<file path="src/rtl/bf16_vector_capture_if.sv">
// rtl/bf16_vector_capture_if.sv - record input stream and memory write port of the BF16 vector capture block
//
// Signals:
//   in_valid/in_ready          record handshake (master offers, slave accepts)
//   in_a/in_b/in_result        BF16 operand A, operand B, multiplier result
//   in_flags                   {Exception, Overflow, Underflow}
//   mem_we/mem_ready           memory write request and acceptance
//   mem_addr                   record index being written
//   mem_wdata                  {a, b, result} record word
// Modports: master = record source and memory, slave = capture block.

interface bf16_vector_capture_if #(
    parameter int ADDR_W = 14
);
    logic              in_valid;
    logic              in_ready;
    logic [15:0]       in_a;
    logic [15:0]       in_b;
    logic [15:0]       in_result;
    logic [2:0]        in_flags;
    logic              mem_we;
    logic              mem_ready;
    logic [ADDR_W-1:0] mem_addr;
    logic [47:0]       mem_wdata;

    modport master (
        output in_valid, in_a, in_b, in_result, in_flags, mem_ready,
        input  in_ready, mem_we, mem_addr, mem_wdata
    );

    modport slave (
        input  in_valid, in_a, in_b, in_result, in_flags, mem_ready,
        output in_ready, mem_we, mem_addr, mem_wdata
    );
endinterface

</file>
<file path="src/rtl/bf16_vector_capture.sv">
// rtl/bf16_vector_capture.sv - captures N_VEC multiplier records through a FIFO into sequential memory addresses
//
// Ports:
//   clk       single clock, rising edge
//   rst_n     asynchronous active-low reset
//   start     single-cycle run request (honoured in IDLE or DONE only)
//   bus       slave side of bf16_vector_capture_if (record stream in, memory writes out)
//   busy      run in progress (CAPTURE or DRAIN)
//   done      run completed, held until the next start
//   flag_cnt  accepted records with any flag bit set, saturating
//
// DEPTH must be a power of two, at least 2; N_VEC <= 2**ADDR_W.

module bf16_vector_capture #(
    parameter int N_VEC  = 10000,
    parameter int DEPTH  = 8,
    parameter int ADDR_W = 14
) (
    input  logic                   clk,
    input  logic                   rst_n,
    input  logic                   start,
    bf16_vector_capture_if.slave   bus,
    output logic                   busy,
    output logic                   done,
    output logic [ADDR_W:0]        flag_cnt
);
    localparam int              PTR_W    = $clog2(DEPTH);
    localparam logic [ADDR_W:0] N_TOTAL  = (ADDR_W+1)'(N_VEC);
    localparam logic [ADDR_W:0] N_LAST   = (ADDR_W+1)'(N_VEC - 1);
    localparam logic [PTR_W:0]  LVL_FULL = (PTR_W+1)'(DEPTH);
    localparam logic [PTR_W:0]  LVL_ONE  = (PTR_W+1)'(1);

    typedef enum logic [1:0] {
        IDLE    = 2'd0,
        CAPTURE = 2'd1,
        DRAIN   = 2'd2,
        DONE    = 2'd3
    } state_t;

    state_t            state;
    logic [47:0]       fifo_mem [DEPTH];
    logic [PTR_W-1:0]  rd_ptr;
    logic [PTR_W-1:0]  wr_ptr;
    logic [PTR_W:0]    level;
    logic [ADDR_W:0]   acc_cnt;
    logic [ADDR_W-1:0] wr_addr;

    logic full;
    logic empty;
    logic active;
    logic push;
    logic pop;

    assign full   = (level == LVL_FULL);
    assign empty  = (level == '0);
    assign active = (state == CAPTURE) || (state == DRAIN);

    // Handshake outputs depend on registered state only; full blocks a push
    // even when a pop happens in the same cycle.
    assign bus.in_ready  = (state == CAPTURE) && !full && (acc_cnt < N_TOTAL);
    assign bus.mem_we    = active && !empty;
    assign bus.mem_addr  = wr_addr;
    // Gated so the data bus reads zero whenever no write is offered,
    // independent of the unreset FIFO storage.
    assign bus.mem_wdata = bus.mem_we ? fifo_mem[rd_ptr] : '0;

    assign push = bus.in_valid && bus.in_ready;
    assign pop  = bus.mem_we && bus.mem_ready;

    assign busy = active;
    assign done = (state == DONE);

    // Storage only; a record written here is first visible on the next cycle.
    always_ff @(posedge clk) begin
        if (push) begin
            fifo_mem[wr_ptr] <= {bus.in_a, bus.in_b, bus.in_result};
        end
    end

    always_ff @(posedge clk or negedge rst_n) begin
        if (!rst_n) begin
            state    <= IDLE;
            rd_ptr   <= '0;
            wr_ptr   <= '0;
            level    <= '0;
            acc_cnt  <= '0;
            wr_addr  <= '0;
            flag_cnt <= '0;
        end else begin
            case (state)
                IDLE, DONE: begin
                    if (start) begin
                        state    <= CAPTURE;
                        rd_ptr   <= '0;
                        wr_ptr   <= '0;
                        level    <= '0;
                        acc_cnt  <= '0;
                        wr_addr  <= '0;
                        flag_cnt <= '0;
                    end
                end
                CAPTURE, DRAIN: begin
                    if (push) begin
                        wr_ptr  <= wr_ptr + 1'b1;
                        acc_cnt <= acc_cnt + 1'b1;
                        if ((bus.in_flags != 3'b000) && (flag_cnt != '1)) begin
                            flag_cnt <= flag_cnt + 1'b1;
                        end
                    end
                    if (pop) begin
                        rd_ptr  <= rd_ptr + 1'b1;
                        wr_addr <= wr_addr + 1'b1;
                    end
                    case ({push, pop})
                        2'b10:   level <= level + 1'b1;
                        2'b01:   level <= level - 1'b1;
                        default: level <= level;
                    endcase
                    // The last accept always leaves at least one record
                    // buffered, so DRAIN is never entered empty.
                    if ((state == CAPTURE) && push && (acc_cnt == N_LAST)) begin
                        state <= DRAIN;
                    end
                    if ((state == DRAIN) && pop && (level == LVL_ONE)) begin
                        state <= DONE;
                    end
                end
                default: state <= IDLE;
            endcase
        end
    end
endmodule

</file>
<file path="src/flat_wrapper.sv">
// flat-port wrapper written by rule: the top's interface ports become plain ports
module bf16_vector_capture_flat 
#(
    parameter int N_VEC  = 10000,
    parameter int DEPTH  = 8,
    parameter int ADDR_W = 14
)
  (clk, rst_n, start, busy, done, flag_cnt, bus_in_valid, bus_in_a, bus_in_b, bus_in_result, bus_in_flags, bus_mem_ready, bus_in_ready, bus_mem_we, bus_mem_addr, bus_mem_wdata);
  bf16_vector_capture_if #(.ADDR_W(ADDR_W)) bus_i ();
  input  logic clk;
  input  logic rst_n;
  input  logic start;
  output logic busy;
  output logic done;
  output logic [ADDR_W:0] flag_cnt;
  input wire logic [$bits(bus_i.in_valid)-1:0] bus_in_valid;
  input wire logic [$bits(bus_i.in_a)-1:0] bus_in_a;
  input wire logic [$bits(bus_i.in_b)-1:0] bus_in_b;
  input wire logic [$bits(bus_i.in_result)-1:0] bus_in_result;
  input wire logic [$bits(bus_i.in_flags)-1:0] bus_in_flags;
  input wire logic [$bits(bus_i.mem_ready)-1:0] bus_mem_ready;
  output wire logic [$bits(bus_i.in_ready)-1:0] bus_in_ready;
  output wire logic [$bits(bus_i.mem_we)-1:0] bus_mem_we;
  output wire logic [$bits(bus_i.mem_addr)-1:0] bus_mem_addr;
  output wire logic [$bits(bus_i.mem_wdata)-1:0] bus_mem_wdata;
  assign bus_i.in_valid = bus_in_valid;
  assign bus_i.in_a = bus_in_a;
  assign bus_i.in_b = bus_in_b;
  assign bus_i.in_result = bus_in_result;
  assign bus_i.in_flags = bus_in_flags;
  assign bus_i.mem_ready = bus_mem_ready;
  assign bus_in_ready = bus_i.in_ready;
  assign bus_mem_we = bus_i.mem_we;
  assign bus_mem_addr = bus_i.mem_addr;
  assign bus_mem_wdata = bus_i.mem_wdata;
  bf16_vector_capture #(.N_VEC(N_VEC), .DEPTH(DEPTH), .ADDR_W(ADDR_W)) u_core (.clk(clk), .rst_n(rst_n), .start(start), .bus(bus_i), .busy(busy), .done(done), .flag_cnt(flag_cnt));
endmodule
</file>
<file path="config.mk">
export PLATFORM = sky130hd
export DESIGN_NAME = bf16_vector_capture_flat
export DESIGN_NICKNAME = d
export VERILOG_FILES = /design/src/rtl/bf16_vector_capture_if.sv /design/src/rtl/bf16_vector_capture.sv /design/src/flat_wrapper.sv
export SDC_FILE = /design/constraint.sdc
export NUM_CORES = 1
export LEC_CHECK = 0
export CORE_MARGIN = 2
export CORE_UTILIZATION = 55
export CTS_BUF_LIST = sky130_fd_sc_hd__clkbuf_8
export DETAILED_ROUTE_END_ITERATION = 8
export PLACE_DENSITY = 0.87
export SLEW_MARGIN = 20
export SYNTH_ARGS = -nofsm -noshare
export SYNTH_HDL_FRONTEND = slang
export SYNTH_SLANG_ARGS = --single-unit
export TNS_END_PERCENT = 10
</file>
<file path="constraint.sdc">
create_clock -name clk -period 9.6 [get_ports clk]
set_clock_uncertainty 0.1 [all_clocks]
set_input_delay 1.44 -clock clk [delete_from_list [all_inputs] [get_ports clk]]
set_output_delay 1.44 -clock clk [all_outputs]
set_load 0.02 [all_outputs]
</file>
==> results.toml <==
[run_status]
status = "finished clean"

[clock_network]
cts_tree = "done"
ctsHoldBuffers = 0
cts_root_buffer = "clkbuf_8"
clockBufferDepth = 3
clock_latency_ns = 0.58
cts_buffers = 70
cts.reportedPaths.clkPinSlew_ns = 0.06
post_cts_buffers = 0
htree_levels = 3
cts_resized = 0
cts.sinks = 440

[pwr]
peakVddDrop_mv = 0.185
seqPwrFrac_pct = 44.4
switching_share_pct = 32.3
p_leak_nw = 7.11
clockPowerShare_pct = 23.9
p_int_mw = 3.99
p_total_mw = 5.89
p_switching_mw = 1.90
pwr_density_cell_nw_per_um2 = 285
comb_power_share_pct = 31.8

[cells_and_area]
area_growth_syn_to_layout_pct = 17.5
final_nets = 1193
finalNonFillerCells = 1576
layout-drive-gt1-share_pct = 18.4

[sta]
hold_slack_ns = 0.423
setup_violations = 0
setup_ws_ns = 3.97
slew_headroom_pct = 27.6
period_minus_slack_ns = 5.63
hold_violations = 0
finalCritPeriodShare_pct = 58.7
worstMarginPinSlew_ns = 1.09
fmax_ghz = 0.178
rsz0062_at_grt = "no"
final_max_slew_viol_count = 0
fin_tns_setup_ns = 0

[floorplanning]
die_h_um = 183
core_um2 = 31600
rows = 65
die_w_um = 183
io_pins = 137
initial_core_util_pct = 55.7
die_area_um2 = 33400

[drt]
firstDrtPassIters = 5
drcViolationCount = 0
wl_per_cell_um = 21.9
drt_wl_total_um = 34600
drt_iter0_drc = 682
vias = 9245
antenna_left = 0
vias_per_cell = 5.87

[setup_path]
crit_family = "buffers and inverters"
critical_path_class = "flip-flop to primary output"
cp_max_fo = 51
worstPathRequired_ns = 8.06
end_kind = "primary output"
cp_cell_sequence = "buf_4, mux4_2, mux2i_1, nor2_1, clkdlybuf4s50_1"
cp_slowest_stage_delay_ns = 1.03
critPathBufInv = 2
cp_slowest_cell = "dfrtp_4"
start_kind = "flip-flop"
arrival_ns = 4.09

[synth]
ys.flop_type = "edfxtp_1"
synth_cells = 949
syn_avg_cell_area_um2 = 18.5
yosysWarningCount = 0
synth_top_cell_by_area = "edfxtp_1"
synthesis.area_um2 = 17600
synth_edf_count = 384
ys_seq_elements = 440
yosysSeqAreaShare_pct = 73.5
ys_async_sr_fraction_pct = 12.7
yosysMostFrequentCell = "edfxtp_1"
syn_nets = 1017
ys_types = 49
synth.top_cell.area_share_pct = 65.6
synth.top_cells.by_area = "edfxtp_1 (66%), mux4_2 (12%), dfrtp_1 (8.0%)"
synth_common_cells = "edfxtp_1 (384), mux4_2 (96), nor2_1 (89)"

[place]
dp_hpwl_um = 18700
portBuffers = 136
dp_slack_ns = 4.48
place.gp.congestion = 0.772
dp.cells = 1455

[global_routing]
grt_use_total_pct = 21.2
grt_remaining_overflow = 0
grt_first_pass_wirelength_um = 53500
grt_pass1_vias = 9537
grt_max_degree = 57
grt_antenna_before_repair = 1

[job]
max-cap-violations = 0

[min_path]
min-delay-path-class = "flip-flop to flip-flop"
[flip-flops by register name, indices dropped and copies added, names as in the netlist]
register / cells
u_core.state: 2
u_core.level: 4
u_core.flag_cnt: 15
u_core.bus.mem_addr: 14
u_core.rd_ptr: 3
u_core.fifo_mem: 384
u_core.acc_cnt: 15
u_core.wr_ptr: 3
[final timing paths]
path                                         start                 end  slack [ns]  cells after the start
min in group asynchronous                    rst_n  u_core.flag_cnt[9]        0.90                      2
max in group asynchronous                    rst_n    u_core.rd_ptr[1]        7.94                      2
worst min register to register  u_core.flag_cnt[2]  u_core.flag_cnt[2]        0.42                      1
worst max register to register     u_core.state[0]     u_core.level[3]        5.08                     14
worst min-delay path            u_core.flag_cnt[2]  u_core.flag_cnt[2]        0.42                      1
worst max-delay path              u_core.rd_ptr[0]   bus_mem_wdata[33]        3.97                      5
[cell type report]
cell class,instances,area (um2)
diodes,1,2.50
clock buffers,74,1020
clock inverters,46,216
fillers,2092,10900
inverters,12,45.0
multi-input cells,450,4470
flip-flops and latches,440,12900
well taps,402,503
repair buffers,151,1470
[cell usage in the layout, fill, tap and decap left out, types with 3 or more instances in the layout]
master	n
nand3_1	32
o31ai_1	3
xnor2_1	4
dfrtp_1	53
buf_4	15
and3_1	8
nor2_1	88
nand2b_1	3
clkdlybuf4s50_1	135
nor3_1	4
ha_1	12
clkinv_2	6
inv_1	37
mux4_2	96
o21ai_0	17
mux2i_1	52
a41oi_1	3
nand4_1	8
a31oi_1	6
xor2_1	22
clkinv_1	10
a21oi_1	6
nand2_1	45
dfrtp_4	3
nor4_2	4
clkbuf_8	74
edfxtp_1	384
[routing by layer]
layer  global-route usage [%]  vias up  routed length [um]
met2                     35.3      322               17400
met4                     7.20        0                 704
li1                         -     4128                   -
met1                     28.9     4738               14500
met5                        0        -                   0
met3                     3.67       57                2050
[kinds of logic after synthesis]
family	Yosys count	share of synthesized area, %
and+or+nand+nor	215	5.84
adders and majority gates	12	0.854
buffers and inverters	59	1.36
DFF	440	73.5
muxes	148	15.3
xor gates and xnor gates	26	1.29
AOI/OAI and AO/OA	49	1.87
[metrics by stage]
| stage | util (%) | instance area (um2) |
|---|---|---|
| 6_report | 65.5 | 20700 |
| 5_1_grt | 65.5 | 20700 |
| 4_1_cts | 65.5 | 20700 |
| 3_5_place_dp | 61.6 | 19400 |
| 3_3_place_gp | 61.6 | 19400 |
| 2_1_floorplan | - | 17600 |
[power by group through the flow]
stage | registers (mW) | clock network (mW) | logic, mW
floorplan | 2.51 | 0 | 1.28
global placement | 2.63 | 0 | 1.86
detailed placement | 2.66 | 0 | 1.89
CTS | 2.62 | 1.45 | 1.90
global route | 2.65 | 1.53 | 2.00
finish | 2.61 | 1.41 | 1.87
No activity file was read; power rests on OpenSTA's default activity.
